File: src/rtl/mem_tbus_arb_pkg.sv
// Shared definitions for the load-pipe / store-queue dcache bus arbiter:
// the arbiter FSM state encoding, the tbus operation-type codes and the
// bus data width.
package mem_tbus_arb_pkg;

    // Arbiter FSM: one dcache transaction outstanding at a time.
    typedef enum logic [1:0] {
        ST_IDLE    = 2'd0,
        ST_BUSY_LD = 2'd1,
        ST_BUSY_SQ = 2'd2
    } arb_state_e;

    // tbus operation-type codes.
    localparam logic [1:0] TBUS_OP_READ  = 2'b00;
    localparam logic [1:0] TBUS_OP_WRITE = 2'b01;

    // Width of the index, data and mask buses.
    localparam int TBUS_DATA_W = 64;

endpackage : mem_tbus_arb_pkg

File: src/rtl/mem_tbus_arb.sv
// Arbiter between the load pipe and the store queue for a single dcache tbus
// port. In IDLE the winning request passes through combinationally, so there
// is zero added latency. The selected requester sees ready only when tbus
// is ready. Load pipe has fixed priority. When ARB_STARVE_GUARD_EN is defined,
// a counter lets the store queue win after SQ_STARVE_LIMIT consecutive load
// grants taken while the store queue was waiting.
// Ports: clock/reset_n (async active-low); ld2arb_* load-pipe request and
// response plus ld2arb_kill; sq2arb_* store-queue request and response;
// tbus_* dcache request (valid/ready + payload) and response (done + data).
module mem_tbus_arb
    import mem_tbus_arb_pkg::*;
#(
    parameter int SQ_STARVE_LIMIT = 8
) (
    input  logic        clock,
    input  logic        reset_n,
    // load pipe
    input  logic        ld2arb_tbus_index_valid,
    output logic        ld2arb_tbus_index_ready,
    input  logic [63:0] ld2arb_tbus_index,
    input  logic [63:0] ld2arb_tbus_write_data,
    input  logic [63:0] ld2arb_tbus_write_mask,
    input  logic [1:0]  ld2arb_tbus_operation_type,
    output logic [63:0] ld2arb_tbus_read_data,
    output logic        ld2arb_tbus_operation_done,
    input  logic        ld2arb_kill,
    // store queue
    input  logic        sq2arb_tbus_index_valid,
    output logic        sq2arb_tbus_index_ready,
    input  logic [63:0] sq2arb_tbus_index,
    input  logic [63:0] sq2arb_tbus_write_data,
    input  logic [63:0] sq2arb_tbus_write_mask,
    input  logic [1:0]  sq2arb_tbus_operation_type,
    output logic [63:0] sq2arb_tbus_read_data,
    output logic        sq2arb_tbus_operation_done,
    // dcache
    output logic        tbus_index_valid,
    input  logic        tbus_index_ready,
    output logic [63:0] tbus_index,
    output logic [63:0] tbus_write_data,
    output logic [63:0] tbus_write_mask,
    output logic [1:0]  tbus_operation_type,
    input  logic [63:0] tbus_read_data,
    input  logic        tbus_operation_done
);

    arb_state_e state_q, state_d;
    // A kill seen earlier in the current load transaction; the done is dropped.
    logic       kill_q, kill_d;

    logic       any_vld;
    logic       sel_sq;
    logic       grant;
    logic       starve_override;

    assign any_vld = ld2arb_tbus_index_valid | sq2arb_tbus_index_valid;
    // Store queue wins only when the load pipe is idle or it has been starved.
    assign sel_sq  = sq2arb_tbus_index_valid &
                     (~ld2arb_tbus_index_valid | starve_override);
    assign grant   = (state_q == ST_IDLE) & any_vld & tbus_index_ready;

`ifdef ARB_STARVE_GUARD_EN
    localparam int CNT_W = $clog2(SQ_STARVE_LIMIT + 1);

    logic [CNT_W-1:0] starve_cnt_q, starve_cnt_d;

    assign starve_override = (starve_cnt_q >= CNT_W'(SQ_STARVE_LIMIT));

    // Counts load grants taken while the store queue is waiting. It cannot
    // exceed the limit: at the limit the next grant goes to the store queue.
    always_comb begin
        starve_cnt_d = starve_cnt_q;
        if (!sq2arb_tbus_index_valid || (grant && sel_sq)) begin
            starve_cnt_d = '0;
        end else if (grant) begin
            starve_cnt_d = starve_cnt_q + 1'b1;
        end
    end

    always_ff @(posedge clock or negedge reset_n) begin
        if (!reset_n) begin
            starve_cnt_q <= '0;
        end else begin
            starve_cnt_q <= starve_cnt_d;
        end
    end
`else
    logic unused_starve_limit;
    assign unused_starve_limit = ^SQ_STARVE_LIMIT;
    assign starve_override     = 1'b0;
`endif

    always_ff @(posedge clock or negedge reset_n) begin
        if (!reset_n) begin
            state_q <= ST_IDLE;
            kill_q  <= 1'b0;
        end else begin
            state_q <= state_d;
            kill_q  <= kill_d;
        end
    end

    always_comb begin
        state_d                    = state_q;
        kill_d                     = kill_q;
        tbus_index_valid           = 1'b0;
        tbus_index                 = '0;
        tbus_write_data            = '0;
        tbus_write_mask            = '0;
        tbus_operation_type        = TBUS_OP_READ;
        ld2arb_tbus_index_ready    = 1'b0;
        sq2arb_tbus_index_ready    = 1'b0;
        ld2arb_tbus_operation_done = 1'b0;
        sq2arb_tbus_operation_done = 1'b0;
        ld2arb_tbus_read_data      = '0;
        sq2arb_tbus_read_data      = '0;

        unique case (state_q)
            ST_IDLE: begin
                // A stray done while idle (e.g. after a reset) is dropped.
                tbus_index_valid = any_vld;
                if (any_vld) begin
                    if (sel_sq) begin
                        tbus_index          = sq2arb_tbus_index;
                        tbus_write_data     = sq2arb_tbus_write_data;
                        tbus_write_mask     = sq2arb_tbus_write_mask;
                        tbus_operation_type = sq2arb_tbus_operation_type;
                    end else begin
                        tbus_index          = ld2arb_tbus_index;
                        tbus_write_data     = ld2arb_tbus_write_data;
                        tbus_write_mask     = ld2arb_tbus_write_mask;
                        tbus_operation_type = ld2arb_tbus_operation_type;
                    end
                end
                kill_d = 1'b0;
                if (grant) begin
                    ld2arb_tbus_index_ready = ~sel_sq;
                    sq2arb_tbus_index_ready = sel_sq;
                    state_d = sel_sq ? ST_BUSY_SQ : ST_BUSY_LD;
                end
            end
            ST_BUSY_LD: begin
                if (ld2arb_kill) begin
                    kill_d = 1'b1;
                end
                if (tbus_operation_done) begin
                    // A kill in the done cycle itself also suppresses the done.
                    if (!kill_q && !ld2arb_kill) begin
                        ld2arb_tbus_operation_done = 1'b1;
                        ld2arb_tbus_read_data      = tbus_read_data;
                    end
                    kill_d  = 1'b0;
                    state_d = ST_IDLE;
                end
            end
            ST_BUSY_SQ: begin
                if (tbus_operation_done) begin
                    sq2arb_tbus_operation_done = 1'b1;
                    sq2arb_tbus_read_data      = tbus_read_data;
                    state_d                    = ST_IDLE;
                end
            end
            default: begin
                state_d = ST_IDLE;
            end
        endcase
    end

endmodule : mem_tbus_arb

File: config.mk
export PLATFORM = sky130hd
export DESIGN_NAME = mem_tbus_arb
export DESIGN_NICKNAME = d
export VERILOG_FILES = /design/src/rtl/mem_tbus_arb_pkg.sv /design/src/rtl/mem_tbus_arb.sv
export SDC_FILE = /design/constraint.sdc
export NUM_CORES = 1
export LEC_CHECK = 0
export BUFFER_PORTS_ARGS = -buffer_cell sky130_fd_sc_hd__buf_2
export CAP_MARGIN = 20
export CORE_AREA = 2 2 310 312
export CTS_BUF_LIST = sky130_fd_sc_hd__clkbuf_8
export CTS_CLUSTER_DIAMETER = 120
export DETAILED_ROUTE_END_ITERATION = 10
export DIE_AREA = 0 0 312 314
export GPL_ROUTABILITY_DRIVEN = 0
export HOLD_SLACK_MARGIN = 0.1
export SETUP_SLACK_MARGIN = 0.2
export SLEW_MARGIN = 20
export SYNTH_ARGS = -nofsm -noshare
export SYNTH_HDL_FRONTEND = slang
export SYNTH_SLANG_ARGS = --single-unit
File: constraint.sdc
create_clock -name clock -period 2.2 [get_ports clock]
set_input_delay 0.44 -clock clock [delete_from_list [all_inputs] [get_ports clock]]
set_output_delay 0.44 -clock clock [all_outputs]
set_load 0.01 [all_outputs]
======== Yosys cells after proc, flatten, opt, wreduce, memory -nomap -nowiden ========
Cells that the tools add are included.
word-level totals
  flip-flop bits (word level) ............. 3
  input bits .............................. 459
  output and inout port bits .............. 327
  word-level logic and storage cells ...... 55
operators by class
  equal/unequal tests ..................... 5
  mux-type cells .......................... 34
  bitwise operators ....................... 6
  reduce and logical (&&, ||, !) cells .... 8
operators by type and width
  cell                                                             count
  64-bit two-way mux                                               14
  1-bit two-way mux                                                12
  2-bit two-way mux                                                6
  2-bit one-hot mux with 2 select lines                            1
  2-bit AND reduction                                              2
  1-bit bitwise AND                                                3
  3-bit != test, second input constant                             1
  2-bit by 1-bit == test with 1-bit output, second input constant  1
  2-bit == test, second input constant                             1
  1-bit logical NOT                                                2
  2-bit logical NOT                                                1
  2-bit by 1-bit != test with 1-bit output, second input constant  1
  2-bit != test, second input constant                             1
  1-bit inverter                                                   2
  1-bit one-hot mux with 2 select lines                            1
  2-bit nonzero test                                               1
  2-bit OR reduction                                               1
  1-bit logical AND                                                1
  1-bit bitwise OR                                                 1

======== Depth between registers and ports, before layout ========
Gate-level depths: netlist (run 1).
  depth after elaboration ................. 5
  mapped depth ............................ 8
  mapped depth without buffers ............ 5

======== Worst setup path before layout (run 1) ========
No wires, ideal clock.
  kind .................................... register -> output
  start point ............................. reg state_q[1]
  end point ............................... out tbus_index[0]
  arrival ................................. 1,452 ps
  required time ........................... 1,760 ps
  slack ................................... 308 ps
  stages on the path, launching flop included .. 8
  path buffers ............................ 3
  cells stage by stage .................... dfrtp_1 -> inv_1 -> ha_1 -> and2_1 -> buf_6 -> buf_6 -> buf_6 -> a22o_1
on the way
  cells in the longest elaborated chain, start to end .. 2
ends and longest elaborated chain
  item                    line                 text
  from (decl)             mem_tbus_arb.sv:47   arb_state_e state_q, state_d;
  from (signal assigned)  mem_tbus_arb.sv:98   state_q <= state_d;
  2-bit logical NOT       mem_tbus_arb.sv:118  unique case (state_q)
  64-bit two-way mux      mem_tbus_arb.sv:118
  to (decl)               mem_tbus_arb.sv:39   output logic [63:0] tbus_index,
No other way between the ends.

======== Final worst setup path (run 1) ========
  start point ............................. reg state_q[0]
  end point ............................... out tbus_write_data[35]
on the way
  cells in the longest elaborated chain, start to end .. 2
ends and longest elaborated chain
  item                line                 text
  2-bit logical NOT   mem_tbus_arb.sv:118
  64-bit two-way mux  mem_tbus_arb.sv:118
  to (decl)           mem_tbus_arb.sv:40   output logic [63:0] tbus_write_data,
No other way between the ends.

==> impl_metrics.py, run 1 <==
metrics = {
    "final_layout": {
        "area_growth_pct": 251,
        "fin_nets": 1701,
        "drive_above_1_share_pct": 76.7,
        "finalInstanceArea_sq_um": 11400,
    },
    "synth": {
        "syn_nets": 878,
        "synth_compound_area_share_pct": 53.1,
        "syn_inst": 416,
        "syn_area_sq_um": 3250,
        "synth_top_family_by_area": "compound AO/OA/AOI/OAI gates",
        "ys_seq_area_share_pct": 2.31,
        "yosysWarnings": 0,
        "synth_top_area_cell": "a22o_1",
        "yosysTopAreaCellShare_pct": 52.3,
        "synthSimpleGateAreaFrac_pct": 27.1,
        "synth.distinct_cells": 20,
        "synth_area_per_cell_sq_um": 7.81,
        "synthTopCellsByCount": "a22o_1, and2_1, and3_1",
        "yosys_register_bits": 3,
        "synth-xor-area-share_pct": 0,
        "synth_most_common_cell": "a22o_1",
        "async_flop_share_pct": 100,
        "ys.flop_type": "dfrtp_1",
        "synth_area_leaders": "a22o_1, and2_1, and3_1",
        "synthAdderAreaFrac_pct": 1.15,
        "synth-edff-count": 0,
        "synth.mux.area_fraction_pct": 0,
    },
    "sta": {
        "max_freq_mhz": 422,
        "grt_setup_unrepaired": "yes",
        "hold_viol_final": 0,
        "setup_viol": 225,
        "post-route-period-util_pct": 108,
        "period_needed_ns": 2.37,
        "drv_slew": 0,
        "slew_headroom_pct": 75.0,
        "setup_slack_ns": -0.167,
        "finalClockSkew_ns": 0.000965,
        "tightest_slew_ns": 0.375,
        "hold_slack_ns": 0.550,
    },
    "worst_setup_path": {
        "cpMostUsedCell": "buf_12",
        "worstPathArrival_ns": 1.93,
        "slowest_stage": "dfrtp_1",
        "cp_num_buf_inv": 6,
        "cp-start-kind": "register",
        "crit_family": "buffers and inverters",
        "critical_path_required_ns": 1.76,
        "path_max_fanout": 6,
        "crit_path_max_incr_delay_ns": 0.36,
        "cp-end-kind": "primary output",
        "path_cells": "inv_2 > ha_4 > and3b_4 > buf_8 > buf_12 > buf_12 > buf_16 > a22o_1 > buf_2",
        "critPathKind": "register to primary output",
    },
    "route": {
        "num_vias": 8105,
        "drt-total-wl_mm": 85.0,
        "post_drt_wl_per_cell_um": 33.7,
        "route.detailed.drc": 0,
        "drt_iter0_drc": 483,
        "viasPerCell": 3.21,
        "drtAntennaViolNets": 0,
        "drt_pre_antenna_iters": 5,
    },
    "power": {
        "pwr-share-clk_pct": 1.6,
        "p_sw_share_pct": 51.7,
        "p_per_area_nw_per_um2": 868,
        "combPwrFrac_pct": 97.5,
        "p_sw_uw": 5120,
        "p_leak_uw": 0.00598,
        "vdd_drop_max_v": 0.000655,
        "seqPwrFrac_pct": 0.9,
        "intPower_uw": 4790,
    },
    "grt": {
        "globalRouteOverflowTotal": 0,
        "grt_pass1_vias": 7181,
        "antenna_found_initial": 109,
        "grt_max_degree": 66,
        "grt_usage_pct": 15.2,
        "grt_pass1_wl_mm": 93.0,
    },
    "placed_design": {
        "pre_cts_ws_ns": -0.0308,
        "dp_hpwl_mm": 71.5,
        "port_buffers": 785,
        "place_area_sq_um": 8990,
    },
    "clock_tree": {
        "worstSkewPairLatency_ns": 0.21,
        "cts_buffer_depth": 2,
        "h-tree-depth": 1,
        "cts.sinks": 3,
        "clockRootBuffer": "clkbuf_8",
        "clk_pin_slew_ns": 0.03,
        "cts_buffers": 3,
        "cts_tree": "done",
    },
    "floorplan": {
        "fp.dieW_um": 312,
        "die_h_um": 314,
        "num_rows": 113,
        "initial_core_util_pct": 3.44,
        "core_sq_um": 94400,
        "die_area_sq_um": 98000,
        "io-pin-count": 786,
    },
    "run": {
        "max_cap_viol_count": 0,
    },
    "status": {
        "status": "finished with violations",
        "failed_checks": "setup timing",
    },
    "hold_path": {
        "min_path_type": "primary input to async pin",
    },
}
sequential cells by signal, summed over array words and instances (netlist names):
name     flops
state_q      2
kill_q       1
final timing paths:
check	start	to	slack, ns	cells after the start
hold reg to reg	kill_q	kill_q	0.56	2
max in group asynchronous	reset_n	state_q[1]	1.54	2
min in group clock	kill_q	kill_q	0.56	2
setup reg to reg	state_q[1]	state_q[1]	0.69	7
hold / removal	reset_n	state_q[0]	0.55	2
setup / recovery	state_q[0]	tbus_write_data[35]	-0.17	9
what timing repair did:
action	CTS	global route
endpoints found under the hold margin	3	0
pin swaps	12	27
gates cloned	10	20
buffers inserted	10	7
hold buffers	1	0
resized for setup	242	110
setup endpoints to repair	290	326
worst reg2reg max path, cell delays in order (launching register included):
cell and delay, ns:
dfrtp_1 0.37, inv_2 0.09, ha_4 0.15, and3b_4 0.28, buf_8 0.16, clkbuf_16 0.21
nand3b_1 0.10, nand3_1 0.08
power groups by stage:
stage | sequential, uW | combinational (uW) | clock [uW]
after floorplan | 90.4 | 3050 | 0
after global placement | 87.6 | 7070 | 0
after detailed placement | 88.4 | 7090 | 0
after CTS | 90.9 | 8630 | 158
after global routing | 94.0 | 10100 | 169
final | 91.4 | 9670 | 154
cell type report:
type / count / area [sq um]
Fill cell: 10979 / 83000
Timing Repair Buffer: 883 / 6580
Multi-Input combinational cell: 344 / 3060
Tap cell: 1265 / 1580
Sequential cell: 3 / 75.1
Antenna cell: 24 / 60.1
Clock buffer: 3 / 41.3
Inverter: 4 / 15.0
Clock inverter: 1 / 3.75
logic make-up (layout without fill, tap and decap cells):
kind of cell | count (synthesis) | count (layout)
compound gates | 198 | 198
simple gates | 143 | 143
buf+inv | 69 | 891
fa+ha+maj | 3 | 3
flops | 3 | 3
other cells | 0 | 24
through the flow:
| stage | util [%] | total power, uW | instances | TNS [ns] |
|---|---|---|---|---|
| finish | 12.1 | 9910 | 2527 | -17.34 |
| global route | 12.0 | 10400 | 2512 | -32.41 |
| CTS | 11.0 | 8880 | 2476 | -11.97 |
| detailed placement | 9.52 | 7170 | 2451 | -0.0696 |
| global placement | 9.52 | 7160 | 2451 | -0.0237 |
| floorplan | - | 3140 | 416 | 0 |
cells in the final DEF (no fill, tap or decap), drive strengths merged:
master / count
dlygate4sd3: 1
a21oi: 1
inv: 5
o22ai: 1
nor2b: 1
nand2: 5
a22o: 194
o32ai: 1
and3b: 1
nor2: 1
ha: 3
clkbuf: 19
buf: 866
and2: 67
nand3: 2
o21a: 1
and3: 65
dfrtp: 3
nand3b: 1
diode: 24
per-layer routing:
layer / track usage (%) / share of wire (%) / wire [um] / up-vias
met5: 0 / 0.61 / 515 / -
met3: 6.29 / 11 / 9610 / 224
li1: - / - / - / 3350
met2: 23.9 / 42 / 36100 / 729
met4: 2.93 / 3.3 / 2770 / 76
met1: 19.4 / 42 / 36000 / 3726
(Power assumes the default switching activity.)
==> inputs of run 2 (changes only) <==
--- a/config.mk
+++ b/config.mk
@@ -14,7 +14,7 @@
 export DIE_AREA = 0 0 312 314
 export GPL_ROUTABILITY_DRIVEN = 0
 export HOLD_SLACK_MARGIN = 0.1
-export SETUP_SLACK_MARGIN = 0.2
+export SETUP_SLACK_MARGIN = 0.4
 export SLEW_MARGIN = 20
 export SYNTH_ARGS = -nofsm -noshare
 export SYNTH_HDL_FRONTEND = slang
==> impl_metrics.py, run 2 (synthesis results as in run 1) <==
metrics = {
    "status": {
        "status": "finished with violations",
        "failed_checks": "setup timing",
    },
    "power": {
        "finalPower_uw": 8010,
        "pwr-share-clk_pct": 2.0,
        "p_sw_share_pct": 53.1,
        "p_per_area_nw_per_um2": 800,
        "p_leak_uw": 0.00552,
        "p_sw_uw": 4260,
        "seqPwrFrac_pct": 1.1,
        "vdd_drop_max_v": 0.000426,
        "combPwrFrac_pct": 96.9,
        "intPower_uw": 3760,
    },
    "worst_setup_path": {
        "cp-end-kind": "primary output",
        "slowest_stage": "dfrtp_1",
        "critical_path_required_ns": 1.76,
        "crit_path_max_incr_delay_ns": 0.37,
        "cp-start-kind": "register",
        "path_cells": "inv_2 > ha_4 > and3b_4 > buf_12 > clkbuf_16 > a22o_1 > buf_6",
        "critPathKind": "register to primary output",
        "worstPathArrival_ns": 1.85,
        "path_max_fanout": 7,
    },
    "sta": {
        "max_freq_mhz": 437,
        "setup_slack_ns": -0.0895,
        "setup_viol": 132,
        "slew_headroom_pct": 62.0,
        "drv_slew": 0,
        "tightest_slew_ns": 0.570,
        "grt_setup_unrepaired": "yes",
        "hold_viol_final": 0,
        "post-route-period-util_pct": 104,
        "finalClockSkew_ns": 0.00408,
        "finalSetupTns_ns": -3.33,
        "hold_slack_ns": 0.555,
        "period_needed_ns": 2.29,
    },
    "clock_tree": {
        "clk_pin_slew_ns": 0.03,
        "h-tree-depth": 1,
        "worstSkewPairLatency_ns": 0.22,
        "cts_buffer_depth": 2,
        "cts.sinks": 3,
        "cts_tree": "done",
        "cts_buffers": 3,
        "clockRootBuffer": "clkbuf_8",
    },
    "placed_design": {
        "port_buffers": 785,
        "dp_hpwl_mm": 78.0,
        "pre_cts_ws_ns": -0.0392,
    },
    "route": {
        "route.detailed.drc": 0,
        "viasPerCell": 3.24,
        "num_vias": 8050,
        "drtAntennaViolNets": 0,
        "post_drt_wl_per_cell_um": 34.5,
        "drt-total-wl_mm": 85.5,
        "drt_pre_antenna_iters": 5,
        "drt_iter0_drc": 493,
    },
    "grt": {
        "globalRouteOverflowTotal": 0,
        "grt_max_degree": 68,
        "antenna_found_initial": 146,
        "grt_usage_pct": 16.2,
        "grt_pass1_vias": 6936,
        "grt_pass1_wl_mm": 97.9,
    },
    "floorplan": {
        "initial_core_util_pct": 3.44,
        "die_area_sq_um": 98000,
        "fp.dieW_um": 312,
        "io-pin-count": 786,
        "die_h_um": 314,
        "core_sq_um": 94400,
        "num_rows": 113,
    },
    "hold_path": {
        "min_path_type": "register to register",
    },
    "final_layout": {
        "largest_reg_flops": 2,
        "area_growth_pct": 208,
        "drive_above_1_share_pct": 73.1,
        "top_regs": "state_q x2, kill_q x1",
        "layout_commonest_cell": "buf_2",
        "mostFrequentLayoutCells": "buf_2, a22o_1, buf_6, and2_1, and3_1",
        "top_register": "state_q",
        "fin_nets": 1655,
    },
    "run": {
        "max_cap_viol_count": 0,
    },
}
## run 2: cell types whose count changed in the layout (fill, tap and decap cells not counted), moves of 12 or more
cell / change
buf_4: -20
and3_1: +17
and3_4: -17
buf_6: -48
buf_8: -12
buf_2: +62
buf_12: -12
## run 2: layout make-up
type | count | area (sq um)
Fill cell | 11079 | 84400
Timing Repair Buffer | 837 | 5350
Multi-Input combinational cell | 344 | 2880
Tap cell | 1265 | 1580
Sequential cell | 3 | 75.1
Antenna cell | 24 | 60.1
Clock buffer | 3 | 41.3
Inverter | 4 | 15.0
Clock inverter | 1 | 3.75
## run 2: final timing paths
kind	startpoint	end	slack (ns)	cells after the start
setup / recovery	state_q[1]	tbus_index[60]	-0.09	7
hold / removal	kill_q	kill_q	0.56	2
setup reg to reg	state_q[1]	state_q[0]	0.77	6
hold reg to reg	kill_q	kill_q	0.56	2
max in group asynchronous	reset_n	state_q[0]	1.38	2
min in group asynchronous	reset_n	kill_q	0.69	2
## run 2: layer usage
| metal | global-route usage (%) | up-vias | routed length [um] |
|---|---|---|---|
| met5 | 0 | - | 593 |
| met4 | 2.59 | 86 | 3040 |
| met3 | 5.70 | 275 | 7890 |
| met2 | 27.3 | 791 | 39100 |
| met1 | 20.2 | 3662 | 34900 |
| li1 | - | 3236 | - |
## run 2: power groups by stage
| stage | Sequential [uW] | Combinational, uW | Clock (uW) |
|---|---|---|---|
| floorplan | 92.0 | 3090 | 0 |
| global placement | 89.4 | 6720 | 0 |
| detailed placement | 90.2 | 6740 | 0 |
| CTS | 90.6 | 7670 | 165 |
| global route | 94.3 | 8140 | 169 |
| finish | 90.7 | 7760 | 160 |
## run 2: worst max-delay path, delay by kind of cell, from the launching register on
family	cells	cell delay, ns
flip-flops	1	0.37
AND/OR/NAND/NOR	1	0.28
AO/OA/AOI/OAI	1	0.18
adder cells (fa/ha/maj)	1	0.15
buffers and inverters	4	0.63
## run 2: what timing repair did
action	4_1_cts	5_1_grt
buffers inserted	4	0
gates resized for setup	166	21
hold buffers	1	0
endpoints found under the hold margin	3	0
pin swaps	5	9
gates cloned	3	8
endpoints found under the setup margin	326	326
## run 2: per-stage QoR
stage               utilization, %  std cells  cell area [sq um]
floorplan                        -        416               3280
global placement              9.40       2437               8880
detailed placement            9.40       2437               8880
CTS                           10.3       2449               9690
global route                  10.6       2470               9990
finish                        10.6       2481              10000
==> inputs of run 3 (changes only) <==
--- a/config.mk
+++ b/config.mk
@@ -14,7 +14,9 @@
 export DIE_AREA = 0 0 312 314
 export GPL_ROUTABILITY_DRIVEN = 0
 export HOLD_SLACK_MARGIN = 0.1
+export PLACE_DENSITY = 0.3
 export SETUP_SLACK_MARGIN = 0.4
+export SKIP_LAST_GASP = 1
 export SLEW_MARGIN = 20
 export SYNTH_ARGS = -nofsm -noshare
 export SYNTH_HDL_FRONTEND = slang
==> impl_metrics.py, run 3 (synthesis results as in run 1) <==
metrics = {
    "floorplan": {
        "initial_core_util_pct": 3.44,
        "core_sq_um": 94400,
        "fp.dieW_um": 312,
        "num_rows": 113,
        "io-pin-count": 786,
        "die_h_um": 314,
        "die_area_sq_um": 98000,
    },
    "worst_setup_path": {
        "crit_path_max_incr_delay_ns": 0.37,
        "path_cells": "inv_2 > ha_4 > and3b_4 > buf_12 > buf_4 > a22o_1 > buf_2",
        "path_max_fanout": 14,
        "cp_num_buf_inv": 4,
        "cp-end-kind": "primary output",
        "worstPathArrival_ns": 1.86,
        "critical_path_required_ns": 1.76,
        "critPathKind": "register to primary output",
        "r2r_setup_slack_ns": 0.42,
        "slowest_stage": "dfrtp_1",
        "crit_family": "buffers and inverters",
        "cp-start-kind": "register",
    },
    "route": {
        "drt_pre_antenna_iters": 4,
        "route.detailed.drc": 0,
        "viasPerCell": 3.10,
        "post_drt_wl_per_cell_um": 30.3,
        "drt-total-wl_mm": 76.2,
        "drtAntennaViolNets": 0,
        "drt_iter0_drc": 482,
        "num_vias": 7795,
    },
    "sta": {
        "period_needed_ns": 2.30,
        "hold_viol_final": 0,
        "finalClockSkew_ns": 0.00558,
        "post-route-period-util_pct": 104,
        "hold_slack_ns": 0.558,
        "setup_slack_ns": -0.0966,
        "slew_headroom_pct": 80.6,
        "finalSetupTns_ns": -7.37,
        "max_freq_mhz": 435,
        "setup_viol": 218,
        "drv_slew": 0,
        "tightest_slew_ns": 0.290,
        "grt_setup_unrepaired": "yes",
    },
    "final_layout": {
        "postLayoutCoreUtil_pct": 11.3,
        "area_growth_pct": 227,
        "layout_commonest_cell": "buf_2",
        "fin_nets": 1695,
        "drive_above_1_share_pct": 75.1,
        "top_register": "state_q",
        "stdcell_count": 2515,
        "top_regs": "state_q x2, kill_q x1",
        "finalInstanceArea_sq_um": 10600,
        "largest_reg_flops": 2,
        "mostFrequentLayoutCells": "buf_2, a22o_1, and2_1, buf_6, buf_4",
        "fillCellCount": 11200,
    },
    "power": {
        "p_per_area_nw_per_um2": 858,
        "p_sw_uw": 4630,
        "pwr-share-clk_pct": 1.8,
        "seqPwrFrac_pct": 1.0,
        "intPower_uw": 4500,
        "combPwrFrac_pct": 97.3,
        "vdd_drop_max_v": 0.000298,
        "p_sw_share_pct": 50.7,
        "p_leak_uw": 0.00578,
    },
    "grt": {
        "globalRouteOverflowTotal": 0,
        "grt_usage_pct": 14.4,
        "grt_pass1_wl_mm": 90.1,
        "antenna_found_initial": 115,
        "grt_max_degree": 68,
        "grt_pass1_vias": 7314,
    },
    "placed_design": {
        "place_inst": 2438,
        "dp_hpwl_mm": 65.2,
        "port_buffers": 785,
        "place_area_sq_um": 8700,
    },
    "clock_tree": {
        "clockRootBuffer": "clkbuf_8",
        "cts_buffers": 3,
        "cts_tree": "done",
        "cts.sinks": 3,
        "cts_buffer_depth": 2,
        "worstSkewPairLatency_ns": 0.22,
        "clk_pin_slew_ns": 0.04,
        "h-tree-depth": 1,
    },
    "status": {
        "failed_checks": "setup timing",
        "status": "finished with violations",
    },
    "hold_path": {
        "min_path_type": "register to register",
    },
    "run": {
        "max_cap_viol_count": 0,
    },
}
-- run 3: changes by cell type in the layout (fill, tap and decap cells not counted), sizes merged --
| cell | previous run | this run |
|---|---|---|
| buf | 828 | 865 |
| clkbuf | 11 | 14 |
| diode | 24 | 18 |
-- run 3: path summary, 6_finish.rpt --
| kind | from | end | depth (start not counted) |
|---|---|---|---|
| setup / recovery | state_q[1] | tbus_index[32] | 7 |
| hold / removal | kill_q | kill_q | 2 |
| setup reg to reg | state_q[1] | state_q[0] | 9 |
| hold reg to reg | kill_q | kill_q | 2 |
| max in group asynchronous | reset_n | state_q[1] | 2 |
| min in group asynchronous | reset_n | state_q[0] | 2 |
-- run 3: timing repair --
action	4_1_cts	5_1_grt
pin swaps	30	34
hold endpoints to repair	3	0
gates cloned	15	13
resized for setup	140	84
setup endpoints to repair	326	327
buffers inserted	15	11
hold buffers	1	0
-- run 3: layer usage --
metal	track usage (%)	up-vias	routed length, um
li1	-	3326	-
met1	17.9	3581	31500
met2	24.4	634	35800
met3	5.82	170	7400
met4	0.448	84	988
met5	0	-	529
-- run 3: tightest hold or removal path, cell delays in order, from the launching register on --
cell	delay, ns
dfrtp_1	0.37
nand2_1	0.06
o32ai_1	0.08
-- run 3: cell type report --
| type | count | area [sq um] | area share, % |
|---|---|---|---|
| repair buffers | 877 | 5930 | 55.8 |
| diodes | 18 | 45.0 | 0.424 |
| multi-input cells | 344 | 2940 | 27.6 |
| inverters | 4 | 15.0 | 0.141 |
| well taps | 1265 | 1580 | 14.9 |
| clock buffers | 3 | 41.3 | 0.388 |
| flip-flops and latches | 3 | 75.1 | 0.706 |
| clock inverters | 1 | 3.75 | 0.0353 |
-- run 3: power groups by stage --
| stage | Sequential, uW | Clock [uW] | Combinational [uW] |
|---|---|---|---|
| finish | 91.2 | 160 | 8870 |
| detailed placement | 89.8 | 0 | 6440 |
| CTS | 90.3 | 161 | 8300 |
| global placement | 91.2 | 0 | 6520 |
| floorplan | 92.0 | 0 | 3090 |
| global route | 92.9 | 170 | 9330 |
-- run 3: through the flow --
step	setup slack, ns	total power [uW]
3_5_place_dp	-0.0943	6530
6_report	-0.0966	9120
2_1_floorplan	0.397	3180
5_1_grt	-0.152	9600
4_1_cts	-0.149	8550
3_3_place_gp	-0.107	6610
